<file path="config.mk">
export PLATFORM = sky130hd
export DESIGN_NAME = pe_result_packer
export DESIGN_NICKNAME = d
export VERILOG_FILES = /design/src/rtl/pe_pkg.sv /design/src/rtl/pe_requant.sv /design/src/rtl/pe_result_packer.sv
export SDC_FILE = /design/constraint.sdc
export NUM_CORES = 1
export LEC_CHECK = 0
export ABC_CLOCK_PERIOD_IN_PS = 2330
export CAP_MARGIN = 10
export CORE_ASPECT_RATIO = 0.9
export CORE_UTILIZATION = 45
export DETAILED_ROUTE_END_ITERATION = 10
export PLACE_DENSITY = 0.77
export SYNTH_ARGS = -nofsm -noshare
export SYNTH_HDL_FRONTEND = slang
export SYNTH_SLANG_ARGS = --single-unit
export TNS_END_PERCENT = 100
</file>
<file path="constraint.sdc">
create_clock -name clk -period 2.33 [get_ports clk]
set_clock_uncertainty 0.05 [all_clocks]
set_input_delay 0.466 -clock clk [delete_from_list [all_inputs] [get_ports clk]]
set_output_delay 0.466 -clock clk [all_outputs]
set_load 0.01 [all_outputs]
</file>
<file path="src/rtl/pe_pkg.sv">
// Shared PE-array defaults and mode encoding.
package pe_pkg;

  localparam int unsigned PeDataWidth = 16;
  localparam int unsigned PeAccWidth  = 32;
  localparam int unsigned PeFracBits  = 8;
  localparam int unsigned PePack      = 4;

  // PE operation modes; all three produce accumulator-domain results.
  typedef enum logic [1:0] {
    ModeMac = 2'd0,
    ModeEwm = 2'd1,
    ModeEwa = 2'd2
  } pe_mode_e;

endpackage

</file>
<file path="src/rtl/pe_requant.sv">
// Combinational requantizer: accumulator domain Q(2F) -> data domain Q(F),
// round-half-up then saturate to the signed DATA_WIDTH range.
module pe_requant
  import pe_pkg::*;
#(
  parameter int unsigned DATA_WIDTH = PeDataWidth,
  parameter int unsigned ACC_WIDTH  = PeAccWidth,
  parameter int unsigned FRAC_BITS  = PeFracBits
) (
  input  logic [ACC_WIDTH-1:0]  in_data,
  output logic [DATA_WIDTH-1:0] q,
  output logic                  sat
);

  localparam logic [ACC_WIDTH:0] One = {{ACC_WIDTH{1'b0}}, 1'b1};
  // Half an LSB of the result; collapses to 0 when FRAC_BITS is 0.
  localparam logic [ACC_WIDTH:0] RoundConst = (One << FRAC_BITS) >> 1;
  localparam logic signed [ACC_WIDTH:0] QMax = $signed((One << (DATA_WIDTH - 1)) - One);
  localparam logic signed [ACC_WIDTH:0] QMin = ~QMax;

  logic signed [ACC_WIDTH:0] t;
  logic signed [ACC_WIDTH:0] q_full;

  // One extra bit so the rounding add cannot wrap.
  assign t      = $signed({in_data[ACC_WIDTH-1], in_data}) + $signed(RoundConst);
  assign q_full = t >>> FRAC_BITS;

  // Clip to the output range and flag saturation.
  always_comb begin
    q   = q_full[DATA_WIDTH-1:0];
    sat = 1'b0;
    if (q_full > QMax) begin
      q   = QMax[DATA_WIDTH-1:0];
      sat = 1'b1;
    end else if (q_full < QMin) begin
      q   = QMin[DATA_WIDTH-1:0];
      sat = 1'b1;
    end
  end

endmodule

</file>
<file path="src/rtl/pe_result_packer.sv">
// Return path: requantize PE results and pack PACK of them per output word.
module pe_result_packer
  import pe_pkg::*;
#(
  parameter int unsigned DATA_WIDTH = PeDataWidth,
  parameter int unsigned ACC_WIDTH  = PeAccWidth,
  parameter int unsigned FRAC_BITS  = PeFracBits,
  parameter int unsigned PACK       = PePack
) (
  input  logic                       clk,
  input  logic                       rst_n,
  input  logic                       in_valid,
  output logic                       in_ready,
  input  logic [ACC_WIDTH-1:0]       in_data,
  input  logic                       in_last,
  output logic                       out_valid,
  input  logic                       out_ready,
  output logic [PACK*DATA_WIDTH-1:0] out_data,
  output logic [$clog2(PACK+1)-1:0]  out_lanes,
  output logic                       out_last,
  input  logic                       sat_clr,
  output logic [15:0]                sat_count
);

  localparam int unsigned LaneW = $clog2(PACK + 1);
  localparam logic [LaneW-1:0] LastLane = LaneW'(PACK - 1);

  logic [DATA_WIDTH-1:0] rq_data;
  logic                  rq_sat;

  logic                  s1_valid_q, s1_valid_d;
  logic [DATA_WIDTH-1:0] s1_data_q, s1_data_d;
  logic                  s1_sat_q, s1_sat_d;
  logic                  s1_last_q, s1_last_d;

  logic [PACK*DATA_WIDTH-1:0] buf_q, buf_d;
  logic [LaneW-1:0]           cnt_q, cnt_d;
  logic [LaneW-1:0]           lanes_q, lanes_d;
  logic                       out_valid_q, out_valid_d;
  logic                       out_last_q, out_last_d;
  logic [15:0]                sat_cnt_q, sat_cnt_d;

  logic s1_adv;
  logic in_hs;
  logic out_hs;

  pe_requant #(
    .DATA_WIDTH(DATA_WIDTH),
    .ACC_WIDTH (ACC_WIDTH),
    .FRAC_BITS (FRAC_BITS)
  ) u_requant (
    .in_data(in_data),
    .q      (rq_data),
    .sat    (rq_sat)
  );

  // s1 drains whenever the buffer is open or is being emptied this cycle.
  assign s1_adv   = s1_valid_q && (!out_valid_q || out_ready);
  assign in_ready = !s1_valid_q || s1_adv;
  assign in_hs    = in_valid && in_ready;
  assign out_hs   = out_valid_q && out_ready;

  // s1 next state: load on input handshake, empty when it advances.
  always_comb begin
    s1_valid_d = s1_valid_q;
    s1_data_d  = s1_data_q;
    s1_sat_d   = s1_sat_q;
    s1_last_d  = s1_last_q;
    if (in_hs) begin
      s1_valid_d = 1'b1;
      s1_data_d  = rq_data;
      s1_sat_d   = rq_sat;
      s1_last_d  = in_last;
    end else if (s1_adv) begin
      s1_valid_d = 1'b0;
    end
  end

  // Pack buffer next state; a pop clears it so lane 0 can be written the same cycle.
  always_comb begin
    buf_d       = buf_q;
    cnt_d       = cnt_q;
    lanes_d     = lanes_q;
    out_valid_d = out_valid_q;
    out_last_d  = out_last_q;
    if (out_hs) begin
      buf_d       = '0;
      lanes_d     = '0;
      out_valid_d = 1'b0;
      out_last_d  = 1'b0;
    end
    if (s1_adv) begin
      for (int i = 0; i < int'(PACK); i++) begin
        if (cnt_q == LaneW'(i)) buf_d[i*DATA_WIDTH +: DATA_WIDTH] = s1_data_q;
      end
      if (cnt_q == LastLane || s1_last_q) begin
        out_valid_d = 1'b1;
        lanes_d     = cnt_q + LaneW'(1);
        out_last_d  = s1_last_q;
        cnt_d       = '0;
      end else begin
        cnt_d = cnt_q + LaneW'(1);
      end
    end
  end

  // Saturation counter: clear wins, sticks at all-ones.
  always_comb begin
    sat_cnt_d = sat_cnt_q;
    if (sat_clr) begin
      sat_cnt_d = '0;
    end else if (s1_adv && s1_sat_q && (sat_cnt_q != 16'hFFFF)) begin
      sat_cnt_d = sat_cnt_q + 16'd1;
    end
  end

  // State registers.
  always_ff @(posedge clk or negedge rst_n) begin
    if (!rst_n) begin
      s1_valid_q  <= 1'b0;
      s1_data_q   <= '0;
      s1_sat_q    <= 1'b0;
      s1_last_q   <= 1'b0;
      buf_q       <= '0;
      cnt_q       <= '0;
      lanes_q     <= '0;
      out_valid_q <= 1'b0;
      out_last_q  <= 1'b0;
      sat_cnt_q   <= '0;
    end else begin
      s1_valid_q  <= s1_valid_d;
      s1_data_q   <= s1_data_d;
      s1_sat_q    <= s1_sat_d;
      s1_last_q   <= s1_last_d;
      buf_q       <= buf_d;
      cnt_q       <= cnt_d;
      lanes_q     <= lanes_d;
      out_valid_q <= out_valid_d;
      out_last_q  <= out_last_d;
      sat_cnt_q   <= sat_cnt_d;
    end
  end

  assign out_valid = out_valid_q;
  assign out_data  = buf_q;
  assign out_lanes = lanes_q;
  assign out_last  = out_last_q;
  assign sat_count = sat_cnt_q;

endmodule

</file>
* Word level (Yosys, flattened, before mapping)
Cells that the tools add are included.
** Word-level totals
- Register bits :: 107
- Input port bits :: 38
- Memories kept :: 0
- Bits in read-only memories :: 0
- Logic and storage cells :: 56
- Memory bits (writable) :: 0
- Latch bits :: 0
** Cells by class
- $lt $le $gt $ge :: 2
- Reduce and logical (&&, ||, !) cells :: 13
- Equality and inequality tests :: 4
- Multiplexer cells :: 24
- Shift operators :: 0
- Div/mod/pow operators :: 0
- Bitwise logic cells :: 0
- $mul :: 0
- $add $sub $neg :: 3
** Operators with widths (count)
- 16-bit two-way mux :: 8
- 64-bit two-way mux :: 2
- 32-bit by 9-bit adder with 33-bit output (second input constant) :: 1
- 25-bit by 16-bit greater-than comparator with 1-bit output (second input constant) :: 1
- 25-bit by 16-bit less-than comparator with 1-bit output (second input constant) :: 1
- 16-bit by 1-bit adder with 16-bit output (second input constant) :: 1
- 16-bit != test (second input constant) :: 1
- 3-bit two-way mux :: 4
- 1-bit two-way mux :: 10
- 3-bit by 2-bit equality test with 1-bit output (second input constant) :: 2
- 1-bit logical AND :: 5
- 2-bit nonzero test :: 2
- 3-bit by 1-bit adder with 3-bit output (second input constant) :: 1
- 3-bit by 1-bit equality test with 1-bit output (second input constant) :: 1
- 3-bit logical NOT :: 1
- 1-bit logical OR :: 3
- 1-bit logical NOT :: 2

* Logic depth before layout (Yosys ltp)
Gate-level depths: netlist (run 1).
- Depth in word-level cells :: 7
- Depth in mapped cells :: 9
- Depth with buffers taken out :: 8

* Cells and area by module
From an unflattened synthesis (run 1), not the netlist that was laid out.
** Second synthesis, totals
- Cells, all modules :: 603
- Area, all modules :: 5471.5 µm²
** By module, submodules not included
- pe_result_packer :: cells each 478, instances 1, sequential area each 2677.6 µm², area an instance 4659.5 µm²
- pe_requant :: cells each 125, instances 1, sequential area each 0.0 µm², area an instance 812.0 µm²

* Least setup slack after synthesis (run 1)
No wires, ideal clock.
- Kind :: input-to-reg
- Start :: in in_data[11]
- End :: reg s1_data_q[5]
- Slack :: -0.234 ns
- Arrival time :: 2.388 ns
- Stages :: 7
- Required time :: 2.154 ns
- Setup time :: 0.126 ns
- Cells stage by stage :: nand3_2 -> or4_4 -> o31ai_2 -> o2111ai_1 -> o41ai_4 -> nor2_4 -> a221o_1
** On the way
- Cells in the longest elaborated chain, start to end :: 4
- Elaborated cells on any way between the ends :: 5
** RTL lines
- start, declared :: RTL line pe_result_packer.sv:14 : input logic [ACC_WIDTH-1:0] in_data,
- 32-bit by 9-bit adder with 33-bit output * :: RTL line pe_requant.sv:25 : assign t = $signed({in_data[ACC_WIDTH-1], in_data}) + $signed(RoundConst);
- 25-bit by 16-bit less-than comparator with 1-bit output :: RTL line pe_requant.sv:35 : end else if (q_full < QMin) begin
- 16-bit two-way mux :: RTL line pe_requant.sv:35
- 16-bit two-way mux * :: RTL line pe_requant.sv:32 : if (q_full > QMax) begin
- end signal, assigned :: RTL line pe_result_packer.sv:132 : s1_data_q <= s1_data_d;
- end, declared :: RTL line pe_result_packer.sv:32 : logic [DATA_WIDTH-1:0] s1_data_q, s1_data_d;
Mark *: on every way between the ends. The rest lies on a longest branch, timed or not.
A chain may end at the register's enable or synchronous reset.

* Worst setup path after layout (run 1)
- Start :: in in_data[8]
- End :: reg s1_data_q[14]
The elaborated chain is that of the path after synthesis.

==> results of run 1 <==
[sequential cells by signal, indices dropped and copies added (netlist names)]
name	cells
out_last	1
s1_valid_q	1
out_valid	1
cnt_q	3
s1_data_q	16
sat_count	16
out_data	64
s1_sat_q	1
s1_last_q	1
out_lanes	3
[per-layer routing]
metal  vias to the layer above  GRT usage  share of wire
met4                         0     0.0921          0.019
met5                         -          0              0
met3                        26     0.0329          0.059
met1                      2234      0.325           0.43
met2                       152      0.398           0.49
li1                       2205          -              -
[timing repair]
action                                 in CTS  in global routing
endpoints found under the hold margin       9                  0
gates resized for setup                    76                 28
cloned                                      1                  0
setup endpoints to repair                  16                 17
buffers inserted                            4                  3
hold buffers                                1                  0
pin swaps                                  16                 16
[area by class of cell]
cell class	instances	area (µm²)
Timing Repair Buffer	180	1700
Clock buffer	10	229
Clock inverter	6	56.3
Sequential cell	107	2680
Fill cell	836	3560
Multi-Input combinational cell	397	2400
Tap cell	152	190
Inverter	9	33.8
[synthesized netlist by cell type (2+ instances only)]
cell type / number
a31oi_1: 4
clkbuf_1: 26
buf_1: 2
and2_1: 3
nor2_4: 2
a221o_1: 10
a221oi_1: 2
dfrtp_1: 107
or3_1: 4
xor2_1: 16
nand2_1: 156
or4_1: 2
nor4_1: 3
mux2i_1: 2
a22o_1: 5
nor2_1: 19
and4_1: 12
o21ai_1: 6
ha_1: 7
and3_1: 10
nand3b_1: 2
nand3_1: 13
nand4_1: 12
inv_1: 9
xnor2_1: 14
o21ai_0: 73
nand2b_1: 2
[where the power goes]
part / switching [mW] / internal [mW] / total (mW)
Clock: 0.710 / 0.749 / 1.46
Sequential: 0.403 / 2.36 / 2.76
Combinational: 1.10 / 1.18 / 2.27
[layout by cell type (no fill, tap or decap), drive strengths merged, types with 5 or more instances in the layout]
master         instances
a22o                   5
nand3                 14
a221o                 10
and4                  12
clkbuf                10
xor2                  16
o21ai                 79
inv                   12
buf                   75
nand2                156
nor2                  22
clkdlybuf4s50         94
xnor2                 14
ha                     7
nand4                 12
dfrtp                107
and3                  10
[worst max-delay path by stage]
stage / to / slack, ps / start / cells after the start
global placement: s1_data_q[5]$_DFFE_PN0P_ / -690 / in_data[11] / 9
floorplan: s1_data_q[11]$_DFFE_PN0P_ / -150 / in_data[7] / 8
finish: s1_data_q[14]$_DFFE_PN0P_ / 10 / in_data[8] / 10
detailed placement: s1_data_q[14]$_DFFE_PN0P_ / -790 / in_data[11] / 9
global route: s1_data_q[4]$_DFFE_PN0P_ / -100 / in_data[20] / 9
CTS: s1_data_q[4]$_DFFE_PN0P_ / -90 / in_data[13] / 10
[kinds of logic (layout without fill, tap and decap cells)]
logic type / count (synthesis) / after routing
buf+inv: 38 / 205
compound gates: 109 / 109
flops: 107 / 107
fa+ha+maj: 7 / 7
xor+xnor: 30 / 30
mux: 3 / 3
simple gates: 247 / 248
[stage by stage]
stage          total power [mW]  instance area, µm²  cells  hold slack, ps
2_1_floorplan              3.62                5090    541             120
3_3_place_gp               4.92                6780    836             352
3_5_place_dp               5.03                6780    836             369
4_1_cts                    6.48                7140    858             483
5_1_grt                    6.86                7290    861             443
6_report                   6.49                7290    861             456
[worst register-to-register path: stages, from the launching register on]
cell and delay (ps):
dfrtp_1 440, and4_1 280, and4_1 250, a41oi_1 290, and4_1 350, nand4_1 150, xor2_1 160, nor2_1 50
==> impl_metrics.env, run 1 <==
export IMPL_grt_pass1_wl_mm=21.7
export IMPL_fin_crit_sh=0.994
export IMPL_worstHoldStart="in_data[8]"
export IMPL_antenna_found_initial=0
export IMPL_start_kind="input port"
export IMPL_rr_worst_depth=7
export IMPL_min_path_type="input port to register"
export IMPL_cts_tree="done"
export IMPL_postSynthAreaPerCell_um2=9.33
export IMPL_setup_viol_count_final=0
export IMPL_cp_slowest_cell="or4_4"
export IMPL_crit_path_cell_trace="buf_8 -> nand4_1 -> or4_4 -> buf_6 -> o31ai_1 -> a221oi_2 -> a31oi_2 -> nor2_4 -> buf_12 -> a221o_1"
export IMPL_synth_area_leaders="dfrtp_1 (53%), nand2_1 (12%), o21ai_0 (7.2%), xor2_1 (2.8%), xnor2_1 (2.4%)"
export IMPL_cpLargestDelayFamily="compound AO/OA/AOI/OAI gates"
export IMPL_crit_type="input port to register"
export IMPL_synth_area_leader_cell="dfrtp_1"
export IMPL_synth_simple_area_share=0.230
export IMPL_r2r_end="sat_count[9]$_DFFE_PN0P_"
export IMPL_layout_drive_gt1_share=0.176
export IMPL_synth_top_area_share=0.530
export IMPL_slew_headroom=0.611
export IMPL_synth_xor_area_frac=0.0520
export IMPL_synth_edff_count=0
export IMPL_pin_count=124
export IMPL_synth_area_mux_share=0.00619
export IMPL_synth_compound_area_frac=0.135
export IMPL_yosysWarnings=0
export IMPL_pre_cts_slack_ps=-791
export IMPL_die_x_um=114
export IMPL_start_util=0.465
export IMPL_p_leak_nw=3.16
export IMPL_grt_max_degree=69
export IMPL_worst_slack_ps=14.5
export IMPL_die_h_um=102
export IMPL_h_tree_depth=3
export IMPL_rows=36
export IMPL_netlist_instances=541
export IMPL_hpwl_mm=9.73
export IMPL_syn_nets=586
export IMPL_synth_cell_types=45
export IMPL_gp_congestion=0.843
export IMPL_synth_area_um2=5050
export IMPL_clk_pin_slew_worst_paths_ps=70
export IMPL_crit_required_ps=2500
export IMPL_hold_viol_final=0
export IMPL_maxCapViolations=0
export IMPL_antenna_cells=0
export IMPL_dr_pass1_iters=4
export IMPL_dieArea_um2=11700
export IMPL_coreArea_um2=10900
export IMPL_finalCriticalPeriod_ps=2320
export IMPL_path_max_fanout=15
export IMPL_clk_latency_ps=340
export IMPL_wire_per_inst_um=16.1
export IMPL_worst_pin_slew_ps=578
export IMPL_r2r_slack_ps=180
export IMPL_ys_ff_latch=107
export IMPL_status="complete, no violations"
export IMPL_drtAntennaViolNets=0
export IMPL_worst_path_buf_inv=3
export IMPL_worstPathArrival_ps=2490
export IMPL_rr_startpoint="sat_count[6]$_DFFE_PN0P_"
export IMPL_cp_slowest_stage_delay_ps=540
export IMPL_synthAdderAreaFrac=0.0173
export IMPL_clockRootBuffer="clkbuf_16"
export IMPL_nNetsFinal=749
export IMPL_drtIter0Drc=317
export IMPL_grt_pass1_vias=4321
export IMPL_cts_inserted_buffers=9
export IMPL_clock_path_buffers=2
export IMPL_vias_per_cell=5.36
export IMPL_drv_slew=0
export IMPL_cts_sinks=107
export IMPL_endpoint_kind="register"
export IMPL_final_setup_tns_ps=0
export IMPL_min_to="s1_data_q[0]$_DFFE_PN0P_"
export IMPL_power_density_nw_per_um2=891
export IMPL_port_buffer_count=116
export IMPL_rsz0062_at_grt="yes"
export IMPL_drc=0
export IMPL_utilization=0.672
export IMPL_async_reset_ff_frac=1.00
export IMPL_hold_path_depth=3
export IMPL_ys_seq_area_frac=0.530
export IMPL_grt_total_usage=0.240
export IMPL_synth_top_family_by_area="simple AND/OR/NAND/NOR gates"
export IMPL_syn_to_final_growth_pct=44.4
export IMPL_vdd_drop_max_v=0.000480
export IMPL_routed_wl_mm=13.8
export IMPL_vias=4617
export IMPL_grt_overflow_total=0
export IMPL_max_clock_freq_mhz=432
export IMPL_synth_ff_type="dfrtp_1"
No activity file was read; power rests on OpenSTA's default activity.
==> run 2: changes to the inputs <==
--- a/config.mk
+++ b/config.mk
@@ -8,6 +8,7 @@
 export ABC_CLOCK_PERIOD_IN_PS = 2330
 export CAP_MARGIN = 10
 export CORE_ASPECT_RATIO = 0.9
+export CORE_MARGIN = 5
 export CORE_UTILIZATION = 45
 export DETAILED_ROUTE_END_ITERATION = 10
 export PLACE_DENSITY = 0.77
==> run 2 against run 1 <==
Critical path depth is 1 lower; cell area rose by 2.0%; sequential share of layout area decreased by 0.73 points; power is 3.8% higher; worst setup slack lost 57 ps; via count rose by 2.4%; non-clock buffer count rose by 7; largest power group unchanged; first-iteration DRC count grew 34%; combinational power increased by 3%; the flow now finishes with violations (negative setup slack); wire length rose by 5.9%; die area increased by 15%.
==> impl_metrics.env, run 2 (same netlist as run 1, synthesis figures left out) <==
export IMPL_status="finished, violations left"
export IMPL_violations="negative setup slack"
export IMPL_power_density_nw_per_um2=906
export IMPL_clockRootBuffer="clkbuf_16"
export IMPL_rr_worst_depth=7
export IMPL_start_kind="input port"
export IMPL_antenna_found_initial=0
export IMPL_drc=0
export IMPL_p_leak_nw=3.23
export IMPL_drtAntennaViolNets=0
export IMPL_grt_pass1_vias=4704
export IMPL_antenna_cells=0
export IMPL_pin_count=124
export IMPL_die_h_um=110
export IMPL_postCtsHoldBufs=0
export IMPL_setup_viol_count_final=15
export IMPL_final_cell_mix="nand2_1 (151), dfrtp_1 (107), clkdlybuf4s50_1 (94), o21ai_0 (71), buf_4 (64)"
export IMPL_vias=4728
export IMPL_endpoint_kind="register"
export IMPL_vdd_drop_max_v=0.000433
export IMPL_nNetsFinal=756
export IMPL_r2r_slack_ps=270
export IMPL_crit_type="input port to register"
export IMPL_hold_worst_slack_ps=90.3
export IMPL_vias_per_cell=5.45
export IMPL_worst_pin_slew_ps=612
export IMPL_grt_max_degree=69
export IMPL_crit_required_ps=2550
export IMPL_cts_sinks=107
export IMPL_path_max_fanout=8
export IMPL_clk_latency_ps=340
export IMPL_start_util=0.463
export IMPL_fin_crit_sh=1.02
export IMPL_hpwl_mm=10.3
export IMPL_slew_headroom=0.592
export IMPL_grt_overflow_total=0
export IMPL_final_common_cell="nand2_1"
export IMPL_rows=36
export IMPL_worst_slack_ps=-42.8
export IMPL_h_tree_depth=3
export IMPL_hold_viol_final=0
export IMPL_dr_pass1_iters=6
export IMPL_largest_reg_flops=64
export IMPL_worstPathArrival_ps=2590
export IMPL_cts_tree="done"
export IMPL_syn_to_final_growth_pct=47.3
export IMPL_drtIter0Drc=426
export IMPL_drv_slew=0
export IMPL_rr_startpoint="sat_count[7]$_DFFE_PN0P_"
export IMPL_layout_drive_gt1_share=0.186
export IMPL_die_x_um=122
export IMPL_r2r_end="sat_count[9]$_DFFE_PN0P_"
export IMPL_grt_total_usage=0.219
export IMPL_port_buffer_count=116
export IMPL_clock_path_buffers=2
export IMPL_cts_inserted_buffers=9
export IMPL_coreArea_um2=10900
export IMPL_routed_wl_mm=14.6
export IMPL_maxCapViolations=0
export IMPL_rsz0062_at_grt="yes"
export IMPL_dieArea_um2=13400
export IMPL_finalCriticalPeriod_ps=2370
export IMPL_min_path_type="input port to async pin"
export IMPL_clk_pin_slew_worst_paths_ps=60
export IMPL_finalPower_mw=6.74
export IMPL_critPathLaunch="in_data[11]"
export IMPL_grt_pass1_wl_mm=24.0
export IMPL_wire_per_inst_um=16.9
export IMPL_max_clock_freq_mhz=421
export IMPL_gp_congestion=0.851
[run 2: timing repair]
item                                    CTS  global route
gates cloned                              2             0
pin swaps                                21            27
endpoints found under the setup margin   16            18
hold endpoints to repair                  0             0
resized for setup                        76            30
setup buffers                            11             5
[run 2: how the worst max path moves through the flow]
stage                           endpoint  slack, ps  cells past startpoint
2_1_floorplan  s1_data_q[11]$_DFFE_PN0P_       -150                      8
3_3_place_gp    s1_data_q[5]$_DFFE_PN0P_       -680                      9
3_5_place_dp   s1_data_q[14]$_DFFE_PN0P_       -780                     10
4_1_cts        s1_data_q[14]$_DFFE_PN0P_       -170                     10
5_1_grt        s1_data_q[14]$_DFFE_PN0P_       -130                      9
6_report       s1_data_q[14]$_DFFE_PN0P_        -40                      9
[run 2: layout make-up]
cell class,instances,area (µm²)
sequential,107,2680
timing repair buffer,187,1790
tap,152,190
clock buffer,10,229
multi-input combinational,397,2420
clock inverter,6,97.6
fill,807,3460
inverter,9,33.8
[run 2: critical path: stages]
cell	delay (ps)
buf_8	80
nand3_4	70
or4_4	580
or4_4	520
a221oi_4	290
a31oi_2	150
nor2_4	150
buf_6	140
a221o_1	150
[run 2: through the flow]
step / setup TNS, ps / utilization / instances / area, µm² / setup slack, ps
6_report: -319 / 0.682 / 868 / 7440 / -42.8
5_1_grt: -1550 / 0.682 / 868 / 7440 / -127
4_1_cts: -2200 / 0.669 / 866 / 7300 / -166
3_5_place_dp: -12340 / 0.626 / 837 / 6820 / -780
3_3_place_gp: -10860 / 0.626 / 837 / 6820 / -680
2_1_floorplan: -2270 / - / 541 / 5090 / -155
[run 2: metal layers]
layer	up-vias	GRT usage	part of all wire	wire length, µm
met5	-	0	0	0
met4	0	0.0822	0.020	299
met3	25	0.0399	0.084	1230
met2	220	0.345	0.48	7060
met1	2274	0.301	0.41	6050
li1	2209	-	-	-
[run 2: report_power, final]
part / leakage (nW) / internal (mW) / total, mW / switching, mW
combinational: 1.66 / 1.23 / 2.33 / 1.11
clock: 0.159 / 0.956 / 1.63 / 0.670
sequential: 1.42 / 2.36 / 2.78 / 0.419
total: 3.23 / 4.54 / 6.74 / 2.20
